## src/rtl/synth_pkg.sv

```systemverilog
// Shared types and register map for the multi-voice synthesizer.
// Imported by the wave generator and the top block.
package synth_pkg;

  typedef enum logic [1:0] {
    SQUARE,
    SAW,
    TRI,
    NOISE
  } wave_e;

  typedef enum logic [1:0] {
    IDLE,
    CALC,
    SAT
  } state_e;

  localparam logic [1:0] REG_STEP = 2'd0;
  localparam logic [1:0] REG_WAVE = 2'd1;
  localparam logic [1:0] REG_VOL  = 2'd2;
  localparam logic [1:0] REG_CTRL = 2'd3;

  localparam int CTRL_GATE  = 0;
  localparam int CTRL_PAN_L = 1;
  localparam int CTRL_PAN_R = 2;

endpackage

```

## src/rtl/synth_wavegen.sv

```systemverilog
// Combinational waveform shaper: phase top bits or noise byte
// to a signed 8-bit sample.
module synth_wavegen
  import synth_pkg::*;
(
  input  logic [1:0] wave,
  input  logic [8:0] phase,
  input  logic [7:0] noise,
  output logic [7:0] sample
);

  logic [7:0] t;
  logic [7:0] u;
  logic [7:0] v;

  assign t = phase[8:1];
  assign u = phase[7:0];
  assign v = phase[8] ? ~u : u;

  always_comb begin
    sample = 8'h00;
    case (wave_e'(wave))
      SQUARE: sample = phase[8] ? 8'h80 : 8'h7f;
      SAW:    sample = t ^ 8'h80;
      TRI:    sample = v ^ 8'h80;
      NOISE:  sample = noise;
    endcase
  end

endmodule

```

## src/rtl/multi_voice_synth.sv

```systemverilog
// N-voice time-multiplexed synthesizer: register file, sample
// divider, voice sequencer, noise LFSR, stereo mixer, saturator.
module multi_voice_synth
  import synth_pkg::*;
#(
  parameter int CHANNELS   = 4,
  parameter int ACC_W      = 24,
  parameter int SAMPLE_DIV = 500,
  localparam int CH_W = (CHANNELS > 1) ? $clog2(CHANNELS) : 1
) (
  input  logic             clk,
  input  logic             reset_n,
  input  logic             wr_en,
  input  logic [CH_W-1:0]  wr_ch,
  input  logic [1:0]       wr_addr,
  input  logic [ACC_W-1:0] wr_data,
  output logic [15:0]      audio_l,
  output logic [15:0]      audio_r,
  output logic             sample_valid
);

  localparam int AW = 16 + $clog2(CHANNELS) + 1;
  localparam int DW = $clog2(SAMPLE_DIV);
  localparam logic signed [AW-1:0] MAXV = AW'(32767);
  localparam logic signed [AW-1:0] MINV = -(AW'(32768));

  logic [ACC_W-1:0] step_q  [CHANNELS];
  logic [ACC_W-1:0] phase_q [CHANNELS];
  logic [1:0]       wave_q  [CHANNELS];
  logic [7:0]       vol_q   [CHANNELS];
  logic [2:0]       ctrl_q  [CHANNELS];

  state_e             state_q;
  state_e             state_d;
  logic [DW-1:0]      div_q;
  logic [CH_W-1:0]    vidx;
  logic [14:0]        lfsr;
  logic signed [AW-1:0] acc_l;
  logic signed [AW-1:0] acc_r;

  logic tick;
  logic wr_ok;
  logic last;

  logic [ACC_W-1:0]  cur_p;
  logic [ACC_W-1:0]  cur_step;
  logic [7:0]        cur_vol;
  logic [2:0]        cur_ctrl;
  logic signed [7:0] w;
  logic signed [15:0] w_x;
  logic signed [15:0] v_x;
  logic signed [15:0] prod;
  logic signed [AW-1:0] prod_x;

  assign tick  = (div_q == DW'(SAMPLE_DIV - 1));
  assign wr_ok = wr_en && (int'(wr_ch) < CHANNELS);
  assign last  = (vidx == CH_W'(CHANNELS - 1));

  assign cur_p    = phase_q[vidx];
  assign cur_step = step_q[vidx];
  assign cur_vol  = vol_q[vidx];
  assign cur_ctrl = ctrl_q[vidx];

  synth_wavegen u_wave (
    .wave   (wave_q[vidx]),
    .phase  (cur_p[ACC_W-1 -: 9]),
    .noise  (lfsr[7:0]),
    .sample (w)
  );

  assign w_x    = 16'(w);
  assign v_x    = {8'h00, cur_vol};
  assign prod   = cur_ctrl[CTRL_GATE] ? w_x * v_x : '0;
  assign prod_x = {{(AW-16){prod[15]}}, prod};

  function automatic logic [15:0] sat16(input logic signed [AW-1:0] a);
    if (a > MAXV) return 16'h7fff;
    if (a < MINV) return 16'h8000;
    return a[15:0];
  endfunction

  always_ff @(posedge clk or negedge reset_n) begin
    if (!reset_n) begin
      for (int i = 0; i < CHANNELS; i++) begin
        step_q[i] <= '0;
        wave_q[i] <= '0;
        vol_q[i]  <= '0;
        ctrl_q[i] <= '0;
      end
    end else if (wr_ok) begin
      unique case (wr_addr)
        REG_STEP: step_q[wr_ch] <= wr_data;
        REG_WAVE: wave_q[wr_ch] <= wr_data[1:0];
        REG_VOL:  vol_q[wr_ch]  <= wr_data[7:0];
        REG_CTRL: ctrl_q[wr_ch] <= wr_data[2:0];
      endcase
    end
  end

  // A gated-off voice is parked at phase 0 so re-gating restarts it.
  always_ff @(posedge clk or negedge reset_n) begin
    if (!reset_n) begin
      for (int i = 0; i < CHANNELS; i++) phase_q[i] <= '0;
    end else if (state_q == CALC) begin
      phase_q[vidx] <= cur_ctrl[CTRL_GATE] ? cur_p + cur_step : '0;
    end
  end

  always_ff @(posedge clk or negedge reset_n) begin
    if (!reset_n) state_q <= IDLE;
    else          state_q <= state_d;
  end

  always_comb begin
    state_d = state_q;
    case (state_q)
      IDLE:    if (tick) state_d = CALC;
      CALC:    if (last) state_d = SAT;
      SAT:     state_d = IDLE;
      default: state_d = IDLE;
    endcase
  end

  always_ff @(posedge clk or negedge reset_n) begin
    if (!reset_n) begin
      div_q        <= '0;
      lfsr         <= 15'h0001;
      vidx         <= '0;
      acc_l        <= '0;
      acc_r        <= '0;
      audio_l      <= '0;
      audio_r      <= '0;
      sample_valid <= 1'b0;
    end else begin
      sample_valid <= 1'b0;
      div_q <= tick ? '0 : div_q + DW'(1);
      if (tick) lfsr <= {lfsr[13:0], lfsr[14] ^ lfsr[13]};
      case (state_q)
        IDLE: begin
          acc_l <= '0;
          acc_r <= '0;
          vidx  <= '0;
        end
        CALC: begin
          if (cur_ctrl[CTRL_PAN_L]) acc_l <= acc_l + prod_x;
          if (cur_ctrl[CTRL_PAN_R]) acc_r <= acc_r + prod_x;
          vidx <= vidx + CH_W'(1);
        end
        SAT: begin
          audio_l      <= sat16(acc_l);
          audio_r      <= sat16(acc_r);
          sample_valid <= 1'b1;
        end
        default: ;
      endcase
    end
  end

endmodule

```

## config.mk

```make
export PLATFORM = sky130hd
export DESIGN_NAME = multi_voice_synth
export DESIGN_NICKNAME = d
export VERILOG_FILES = /design/src/rtl/synth_pkg.sv /design/src/rtl/synth_wavegen.sv /design/src/rtl/multi_voice_synth.sv
export SDC_FILE = /design/constraint.sdc
export NUM_CORES = 1
export LEC_CHECK = 0
export CAP_MARGIN = 20
export CORE_ASPECT_RATIO = 0.6
export CORE_UTILIZATION = 45
export CTS_BUF_LIST = sky130_fd_sc_hd__clkbuf_4 sky130_fd_sc_hd__clkbuf_8 sky130_fd_sc_hd__clkbuf_16
export DETAILED_ROUTE_END_ITERATION = 6
export PLACE_DENSITY = 0.72
export SETUP_SLACK_MARGIN = 0.5
export SLEW_MARGIN = 20
export SYNTH_ARGS = -nofsm -noshare
export SYNTH_HDL_FRONTEND = slang
export SYNTH_HIERARCHICAL = 1
export SYNTH_SLANG_ARGS = --single-unit
```

## constraint.sdc

```tcl
create_clock -name clk -period 8.15 [get_ports clk]
set_clock_uncertainty 0.05 [all_clocks]
set_input_delay 1.2225 -clock clk [delete_from_list [all_inputs] [get_ports clk]]
set_output_delay 1.2225 -clock clk [all_outputs]
set_load 0.01 [all_outputs]
```

* Yosys cells after proc, flatten, opt, wreduce, memory -nomap -nowiden
Cells that the tools add are included.
Word-level totals: register bits 343, input port bits 31, word-level logic and storage cells 139
Operators by class: add/sub/neg operators 5, multipliers 1, magnitude comparators 8, equal/unequal tests 14, mux-type cells 63, bitwise logic cells 6, reduce and logical (&&, ||, !) cells 13
Operators with widths (count):
- $bwmux W96 | 2
- $mux W24 | 7
- $mux W16 | 9
- $bmux W24 S2 | 2
- $demux W24 S2 | 2
- $pmux W19 S2 | 2
- $mux W8 | 5
- $add A19 B16 Y19 | 2
- $gt A19 B16 Y1 const B | 2
- $lt A19 B16 Y1 const B | 2
- $mux W19 | 2
- $bwmux W32 | 1
- $pmux W8 S4 | 1
- $add A24 B24 Y24 | 1
- $bmux W8 S2 | 1
- $demux W8 S2 | 1
- $mul A8 B9 Y16 | 1
- $reduce_and A2 Y1 | 7
- $bwmux W12 | 1
- $eq A2 B2 Y1 const B | 6
- $mux W1 | 11
- $mux W2 | 5
- $add A9 B1 Y9 const B | 1
- $eq A9 B9 Y1 const B | 1
- 20 further kinds | 35

* Logic depth before layout (Yosys ltp)
Gate-level depths: netlist of run 1.
word-level depth 13, depth in mapped cells 36, gate-level depth less buffers 32

* Modules after synthesis
Netlist of run 1, hierarchy kept.
By module, submodules not included:
- multi_voice_synth | instances 1, cells an instance 1728, area an instance 19372.3 um2, sequential area each 8584.5 um2
- synth_wavegen | instances 1, cells an instance 44, area an instance 355.3 um2, sequential area each 0.0 um2

* Worst setup path before layout of run 1
No wires, ideal clock.
path type register to register, start point register vidx[0], end point register acc_r[17], setup time 0.124 ns, data arrival time 8.212 ns, data required time 7.976 ns, slack -0.236 ns, stages on the path, launching flop included 31, buffers on the path 3, clock period less this slack 8.386 ns, cells stage by stage dfrtp_1 -> buf_2 -> buf_2 -> clkbuf_1 -> mux4_2 -> or2b_1 -> xnor2_1 -> o21ai_1 -> nand2_1 -> fa_1 -> fa_1 -> inv_1 -> fa_1 -> inv_1 -> fa_1 -> inv_1 -> ha_1 -> and3_4 -> a2111oi_4 -> xnor2_1 -> and2_1 -> ha_1 -> and3_1 -> a221oi_2 -> nor2b_1 -> a311o_1 -> maj3_2 -> a21o_1 -> o211ai_1 -> a211oi_1 -> a211o_1
RTL lines:
- start, declared | RTL line multi_voice_synth.sv:36 | logic [CH_W-1:0] vidx;
- start signal, assigned | RTL line multi_voice_synth.sv:147 | vidx <= vidx + CH_W'(1);
- $not A2 Y3 (implied by the code) (*) | RTL line multi_voice_synth.sv:59 | assign cur_p = phase_q[vidx];
- $bmux W24 S2 (*) | RTL line multi_voice_synth.sv:59
- $mux W24 (implied by the code) (*) (2 in a row) | RTL line multi_voice_synth.sv:59
- named net cur_p[21] | RTL line multi_voice_synth.sv:45 | logic [ACC_W-1:0] cur_p;
- $not A8 Y8 | RTL line synth_wavegen.sv:18 | assign v = phase[8] ? ~u : u;
- $mux W8 (*) | RTL line synth_wavegen.sv:18
- $pmux W8 S4 (*) | RTL line synth_wavegen.sv:22 | case (wave_e'(wave))
- named net w[6] | RTL line multi_voice_synth.sv:49 | logic signed [7:0] w;
- $mul A8 B9 Y16 (*) | RTL line multi_voice_synth.sv:73 | assign prod = cur_ctrl[CTRL_GATE] ? w_x * v_x : '0;
- $mux W16 (*) | RTL line multi_voice_synth.sv:73
- $add A19 B16 Y19 (*) | RTL line multi_voice_synth.sv:146 | if (cur_ctrl[CTRL_PAN_R]) acc_r <= acc_r + prod_x;
- $mux W19 (*) | RTL line multi_voice_synth.sv:146
- $pmux W19 S2 (*) | RTL line multi_voice_synth.sv:138 | case (state_q)
- end signal, assigned | RTL line multi_voice_synth.sv:146
- end, declared | RTL line multi_voice_synth.sv:39 | logic signed [AW-1:0] acc_r;
Mark *: on every way through the listed nets, which the timed path passes. The rest lies on a longest branch. The select of a mux whose other input is x is not followed. A chain may end at the register's enable or synchronous reset.

* Worst setup path in the final report of run 1
start point register vidx[0], end point register acc_r[17]
RTL lines (RTL line):
- $not A2 Y3 (implied by the code) | multi_voice_synth.sv:59
- $bmux W24 S2 | multi_voice_synth.sv:59
- $mux W24 (implied by the code) (2 in a row) | multi_voice_synth.sv:59
- named net cur_p[20] | multi_voice_synth.sv:45
- $pmux W8 S4 | synth_wavegen.sv:22
- named net w[4] | multi_voice_synth.sv:49
- $mul A8 B9 Y16 | multi_voice_synth.sv:73
- $mux W16 | multi_voice_synth.sv:73
- $add A19 B16 Y19 | multi_voice_synth.sv:146
- $mux W19 | multi_voice_synth.sv:146
- $pmux W19 S2 | multi_voice_synth.sv:138
The timed path passes the listed nets, and every way through them passes these cells. The select of a mux whose other input is x is not followed.

==> results.md, run 1 <==
- Largest net degree at the start of global routing: 172
- Die height: 164 um
- CP max stage delay: 550 ps
- PortBufs: 63
- Vias in the first global route: 14,107
- Average wire per standard cell: 19.5 um
- CTS max path bufs: 3
- Final Total Pwr: 6.88 mW
- Starting density of the core: 46.4%
- Remaining routing DRC violations: 0
- Post-Route WL: 48,300 um
- Yosys top cell area share: 43.4%
- Layout Cells excl Fill: 2,475
- Share of cells above drive strength 1: 25.3%
- Critical path class: flop to flop
- Clock latency on the worst-skew pair: 550 ps
- CTS Sinks: 343
- Busiest layer in global routing: met1
- Top cell by count, worst path: fa_1
- Outcome: complete, no violations
- FF+latch count, synth: 343
- Placer's final routability congestion estimate: 0.891
- Clock tree root driver cell: clkbuf_16
- Die Area: 44,700 sq um
- Post-synth cell types: 80
- Post-CTS Hold Fix Bufs: 0
- EDFF count, synth: 0
- Num CTS Buffers: 35
- Placed insts: 2,360
- Slowest CP cell: fa_1
- CP arrival: 8060 ps
- Post-DRT Antenna Nets: 0
- Worst-Margin Slew: 1050 ps
- Synth Net Count: 1,943
- HP Class: flop to flop
- Total gr overflow: 0
- Endpoints failing setup: 0
- Die X: 272 um
- Cell taking the most area after synthesis: dfrtp_1
- Area grow syn2layout: 17.2%
- Clock period minus worst slack: 7630 ps
- Fraction of registers with async set/reset: 100%
- Hold Fails Final Rpt: 0
- Total number of H-tree levels: 2
- Avg Cell Area, Syn: 11.1 sq um
- Startpoint types: flop
- Crit end category: flop
- Fin. max-slew vios: 0
- Power per cell area: 297 nW/um^2
- Core area: 42,500 sq um
- Peak VDD IR: 0.000306 V
- Period utilization: 93.6%
- CP Data Required Time: 8580 ps
- Max Cap Viol: 0
- Most common cell in the netlist: dfrtp_1
- GR Util met3: 4.91%
- Fmax: 131 MHz
- Setup TNS: 0 ps
- Routed vias: 14,326
- CP delay by family, top: adder cells
- Top area cells in the synthesized netlist: dfrtp_1 43%, mux2_2 9.4%, mux4_2 6.8%, ha_1 6.3%, nand2_1 4.7%
- Worst Path Buf+Inv: 6
- GRT Total Usage: 21.8%
- Nets@finish: 2,049
- Grt met1 use: 32.9%
- Met2 GRT Util: 31.9%
- Post-synth top cells: 342 x dfrtp_1, 248 x nand2_1, 165 x mux2_2
- RSZ-0062 raised after global routing: yes
- DP Wirelength: 32,700 um
- Pleak: 10.5 nW
- Synth Flop Type: dfrtp_1
- Mapped Cells: 1,772
- # IOs: 64
- DR vias/cell: 5.79
- Syn. warnings: 6
- Antenna violations before repair: 0
- Sequential-to-total area share from yosys stat: 43.5%
- Post-Syn Area: 19,700 sq um
- Starting DRT DRC Count: 1,091
- Highest fanout seen on the critical path: 7
- Worst-path clk slew: 70 ps
- First-pass GRT wire length: 77,200 um
- Slew HR: 29.9%
- Row Count: 58
- Clock tree from TritonCTS: yes
- 1st-pass router iterations: 6
[kinds of logic (layout without fill, tap and decap cells)]
logic type | after synthesis | after routing | synth area share, %
AO/OA/AOI/OAI | 347 | 347 | 11.4
XOR/XNOR | 68 | 68 | 3.02
adder cells (fa/ha/maj) | 145 | 145 | 10.7
buffers and inverters | 159 | 291 | 3.27
flip-flops | 343 | 343 | 43.5
multiplexers | 239 | 239 | 17.2
other | 0 | 1 | 0
AND/OR/NAND/NOR | 471 | 471 | 10.9
[cells in the final DEF, fill, tap and decap left out, types with 56 or more instances in the layout]
| master | count |
|---|---|
| mux4_2 | 60 |
| clkdlybuf4s50_1 | 62 |
| nor2_1 | 56 |
| inv_1 | 70 |
| mux2_2 | 165 |
| o21ai_0 | 136 |
| buf_4 | 69 |
| ha_1 | 87 |
| dfrtp_1 | 340 |
| nand2_1 | 245 |
[flip-flops by register name, summed over array words and instances (netlist names), 8 cells and up]
name and cells:
acc_l 19, ctrl_q 12, lfsr 15, step_q 96, phase_q 96, acc_r 19
vol_q 32, div_q 9, audio_l 16, wave_q 8, audio_r 16
[metrics by stage]
step           hold slack [ps]  setup slack (ps)  cell area [sq um]  util, %
2_1_floorplan              383               514              19800        -
3_3_place_gp               398               272              21100     49.5
3_5_place_dp               402              99.0              21100     49.5
4_1_cts                    411               477              22600     53.1
5_1_grt                    435               266              23100     54.4
6_report                   407               518              23100     54.4
[per-layer routing]
| metal | up-vias | wire (um) |
|---|---|---|
| met5 | - | 0 |
| met4 | 0 | 780 |
| met3 | 70 | 3350 |
| met2 | 402 | 20900 |
| met1 | 7347 | 23300 |
| li1 | 6507 | - |
[timing repair]
action / 4_1_cts / 5_1_grt
buffers inserted: 22 / 28
gates cloned: 1 / 0
pin swaps: 13 / 73
hold endpoints to repair: 0 / 0
gates resized for setup: 27 / 75
setup endpoints to repair: 9 / 12
[cell type report]
type / instances / area [sq um]
clock inverter: 10 / 146
multi-input combinational: 1270 / 10900
inverter: 82 / 310
antenna: 1 / 2.50
tap: 570 / 713
clock buffer: 53 / 1050
timing repair buffer: 146 / 1380
fill: 3538 / 19400
sequential: 343 / 8590
[path summary, 6_finish.rpt]
kind	start	endpoint	slack, ps	cells after the start
worst max-delay path	vidx[0]$_DFFE_PN0P_	acc_r[17]$_DFFE_PN0P_	520	31
worst min-delay path	div_q[0]$_DFF_PN0_	div_q[0]$_DFF_PN0_	410	1
worst max register to register	vidx[0]$_DFFE_PN0P_	acc_r[17]$_DFFE_PN0P_	520	31
worst min register to register	div_q[0]$_DFF_PN0_	div_q[0]$_DFF_PN0_	410	1
max in group asynchronous	reset_n	acc_l[8]$_DFFE_PN0P_	5880	2
min in group asynchronous	reset_n	lfsr[11]$_DFFE_PN0N_	690	1
[power breakdown]
| part | leakage (nW) | total [mW] | internal, mW | switching, mW |
|---|---|---|---|---|
| clock | 0.600 | 1.68 | 0.971 | 0.707 |
| sequential | 4.52 | 1.96 | 1.87 | 0.0851 |
| combinational | 5.38 | 3.24 | 1.44 | 1.80 |
| total | 10.5 | 6.88 | 4.28 | 2.59 |
No activity file was read; power rests on OpenSTA's default activity.
==> run 2: changes to the inputs <==
--- a/config.mk
+++ b/config.mk
@@ -11,4 +11,5 @@
 export CTS_BUF_LIST = sky130_fd_sc_hd__clkbuf_4 sky130_fd_sc_hd__clkbuf_8 sky130_fd_sc_hd__clkbuf_16
 export DETAILED_ROUTE_END_ITERATION = 6
+export MAX_ROUTING_LAYER = met4
 export PLACE_DENSITY = 0.72
 export SETUP_SLACK_MARGIN = 0.5
@@ -16,4 +17,3 @@
 export SYNTH_ARGS = -nofsm -noshare
 export SYNTH_HDL_FRONTEND = slang
-export SYNTH_HIERARCHICAL = 1
 export SYNTH_SLANG_ARGS = --single-unit
--- a/constraint.sdc
+++ b/constraint.sdc
@@ -3,3 +3,3 @@
 set_input_delay 1.2225 -clock clk [delete_from_list [all_inputs] [get_ports clk]]
 set_output_delay 1.2225 -clock clk [all_outputs]
-set_load 0.01 [all_outputs]
+set_load 0.1 [all_outputs]
==> run 2 against run 1 <==
Die area is 1.5% lower. Total power fell by 1.4%. Cell area is 1.4% lower. First-iteration DRC count increased by 7.3%. Clock power is essentially flat. Critical path depth unchanged. Wire length shrank 2.3%. Hold slack improved by 1.9 ps. Via count is 1.3% lower. Maximum frequency increased by 1.3%.
==> results.md, run 2 <==
- RSZ-0062 raised after global routing: yes
- Highest fanout seen on the critical path: 7
- Placer's final routability congestion estimate: 0.930
- Worst-path clk slew: 70 ps
- Syn. warnings: 0
- GR Util met3: 5.32%
- # IOs: 64
- Final Total Pwr: 6.78 mW
- Flip-flop and latch area: 8590 sq um
- Remaining routing DRC violations: 0
- Core area: 42,200 sq um
- Sequential-to-total area share from yosys stat: 44.2%
- Total number of H-tree levels: 2
- P_sw: 2.49 mW
- Fraction of registers with async set/reset: 100%
- Worst Path Buf+Inv: 5
- Endpoints failing setup: 0
- Synth Flop Type: dfrtp_1
- Pleak: 10.5 nW
- Top cell by count, worst path: fa_1
- Top area cells in the synthesized netlist: dfrtp_1 44%, mux2_2 10%, ha_1 6.4%, mux4_2 6.0%, nand2_1 4.3%
- Vias in the first global route: 13,964
- Setup TNS: 0 ps
- Fmax: 133 MHz
- Num CTS Buffers: 35
- CP Data Required Time: 8550 ps
- Area grow syn2layout: 17.3%
- Power per cell area: 297 nW/um^2
- Critical path class: flop to flop
- Commonest non-fill, non-tap cell in the layout: dfrtp_1
- Nets@finish: 2,059
- Post-synth top cells: 342 x dfrtp_1, 225 x nand2_1, 175 x mux2_2
- Most frequent cells in the layout: 340 x dfrtp_1, 223 x nand2_1, 175 x mux2_2
- First-pass GRT wire length: 75,700 um
- Post-Syn Area: 19,400 sq um
- CP arrival: 7930 ps
- Busiest layer in global routing: met2
- Combinational power share: 46.2%
- CP max stage delay: 640 ps
- Total gr overflow: 0
- Avg Cell Area, Syn: 11.0 sq um
- Cell taking the most area after synthesis: dfrtp_1
- Outcome: complete, no violations
- 1st-pass router iterations: 5
- Clock tree root driver cell: clkbuf_16
- CP delay by family, top: adder cells
- Placed cell area: 20,800 sq um
- Largest net degree at the start of global routing: 154
- DP Wirelength: 32,000 um
- Sequential power share: 29.0%
- Die height: 163 um
- Clock tree from TritonCTS: yes
- Slowest CP cell: mux4_2
- Fin. max-slew vios: 0
- HP Class: flop to flop
- Most common cell in the netlist: dfrtp_1
- Clock period minus worst slack: 7530 ps
- Startpoint types: flop
- Average wire per standard cell: 19.0 um
- Share of cells above drive strength 1: 24.0%
- CTS Sinks: 343
- Post-DRT Antenna Nets: 0
- Starting density of the core: 46.0%
- Footprint of the multi-input gates: 10,600 sq um
- Cell area after layout: 22,800 sq um
- Largest regs: phase_q: 96 flops, step_q: 96 flops, vol_q: 32 flops
- Yosys top cell area share: 44.1%
- Post-layout util: 54.0%
- Clock network fraction of total power: 24.7%
- Hold Fails Final Rpt: 0
- Max Cap Viol: 0
- Sw Ratio: 36.8%
- Period utilization: 92.4%
- Fill count: 3,562
- Post-Route WL: 47,200 um
- Die X: 270 um
- Post-synth cell types: 69
- Peak VDD IR: 0.000293 V
- EDFF count, synth: 0
- Grt met1 use: 31.6%
- Row Count: 58
- Slew HR: 32.1%
- Starting DRT DRC Count: 1,171
- Synth Net Count: 1,939
- Routed vias: 14,134
- GRT Total Usage: 22.0%
- CTS max path bufs: 3
- DR vias/cell: 5.69
- FF+latch count, synth: 343
- Mapped Cells: 1,768
- Antenna violations before repair: 2
- Worst-Margin Slew: 1020 ps
- P_int: 4.29 mW
- Clock latency on the worst-skew pair: 540 ps
- Met2 GRT Util: 31.9%
- Die Area: 44,000 sq um
- Post-CTS Hold Fix Bufs: 0
- Crit end category: flop
- PortBufs: 63
[run 2: logic make-up (layout without fill, tap and decap cells)]
logic type                 count (synthesis)  count (layout)  synth area share (%)
adders and majority gates                144             144                  10.8
muxes                                    242             244                  17.0
DFF                                      343             343                  44.2
other                                      0               2                     0
buffers and inverters                    156             300                  3.14
xor gates and xnor gates                  65              65                  3.01
and+or+nand+nor                          460             460                  10.3
AOI/OAI and AO/OA                        358             358                  11.6
[run 2: timing repair]
action,4_1_cts,5_1_grt
endpoints found under the setup margin,8,9
resized for setup,16,68
buffers inserted,12,37
gates cloned,2,1
pin swaps,1,31
[run 2: layout make-up]
type / count / area share [%]
multi-input combinational: 1271 / 46.4
sequential: 343 / 37.7
timing repair buffer: 157 / 6.20
clock buffer: 49 / 4.46
tap: 570 / 3.13
inverter: 80 / 1.33
clock inverter: 14 / 0.747
antenna: 2 / 0.0220
[run 2: stage by stage]
| stage | worst slack [ps] | hold slack (ps) | cells |
|---|---|---|---|
| 2_1_floorplan | 509 | 383 | 1768 |
| 3_3_place_gp | 307 | 399 | 2369 |
| 3_5_place_dp | 184 | 405 | 2369 |
| 4_1_cts | 500 | 417 | 2446 |
| 5_1_grt | 315 | 441 | 2485 |
| 6_report | 617 | 409 | 2486 |
[run 2: worst paths after layout]
path / startpoint / to / slack, ps / depth (start not counted)
min: div_q[0]$_DFF_PN0_ / div_q[0]$_DFF_PN0_ / 410 / 1
min reg2reg: div_q[0]$_DFF_PN0_ / div_q[0]$_DFF_PN0_ / 410 / 1
max: vidx[0]$_DFFE_PN0P_ / acc_r[18]$_DFFE_PN0P_ / 620 / 31
min in group asynchronous: reset_n / acc_l[2]$_DFFE_PN0P_ / 700 / 1
max in group asynchronous: reset_n / phase_q[60]$_DFFE_PN0P_ / 6030 / 2
max reg2reg: vidx[0]$_DFFE_PN0P_ / acc_r[18]$_DFFE_PN0P_ / 620 / 31
[run 2: power by group through the flow]
stage,Sequential (mW),Clock (mW),Combinational (mW)
2_1_floorplan,1.96,0,2.10
6_report,1.97,1.68,3.14
5_1_grt,1.99,1.78,3.51
3_5_place_dp,1.99,0,2.66
3_3_place_gp,1.98,0,2.61
4_1_cts,1.96,1.72,2.76
[run 2: routing by layer]
metal	routed length (um)	up-vias
li1	-	6542
met1	22400	7144
met2	20800	393
met3	3430	55
met4	571	0
met5	0	-
[run 2: worst reg2reg max path: cells and delay by family (launching register included)]
kind | cells | cell delay [ps]
fa+ha+maj | 7 | 3040
compound gates | 11 | 1780
buf+inv | 5 | 500
simple gates | 5 | 560
xor+xnor | 2 | 340
flops | 1 | 500
mux | 1 | 640
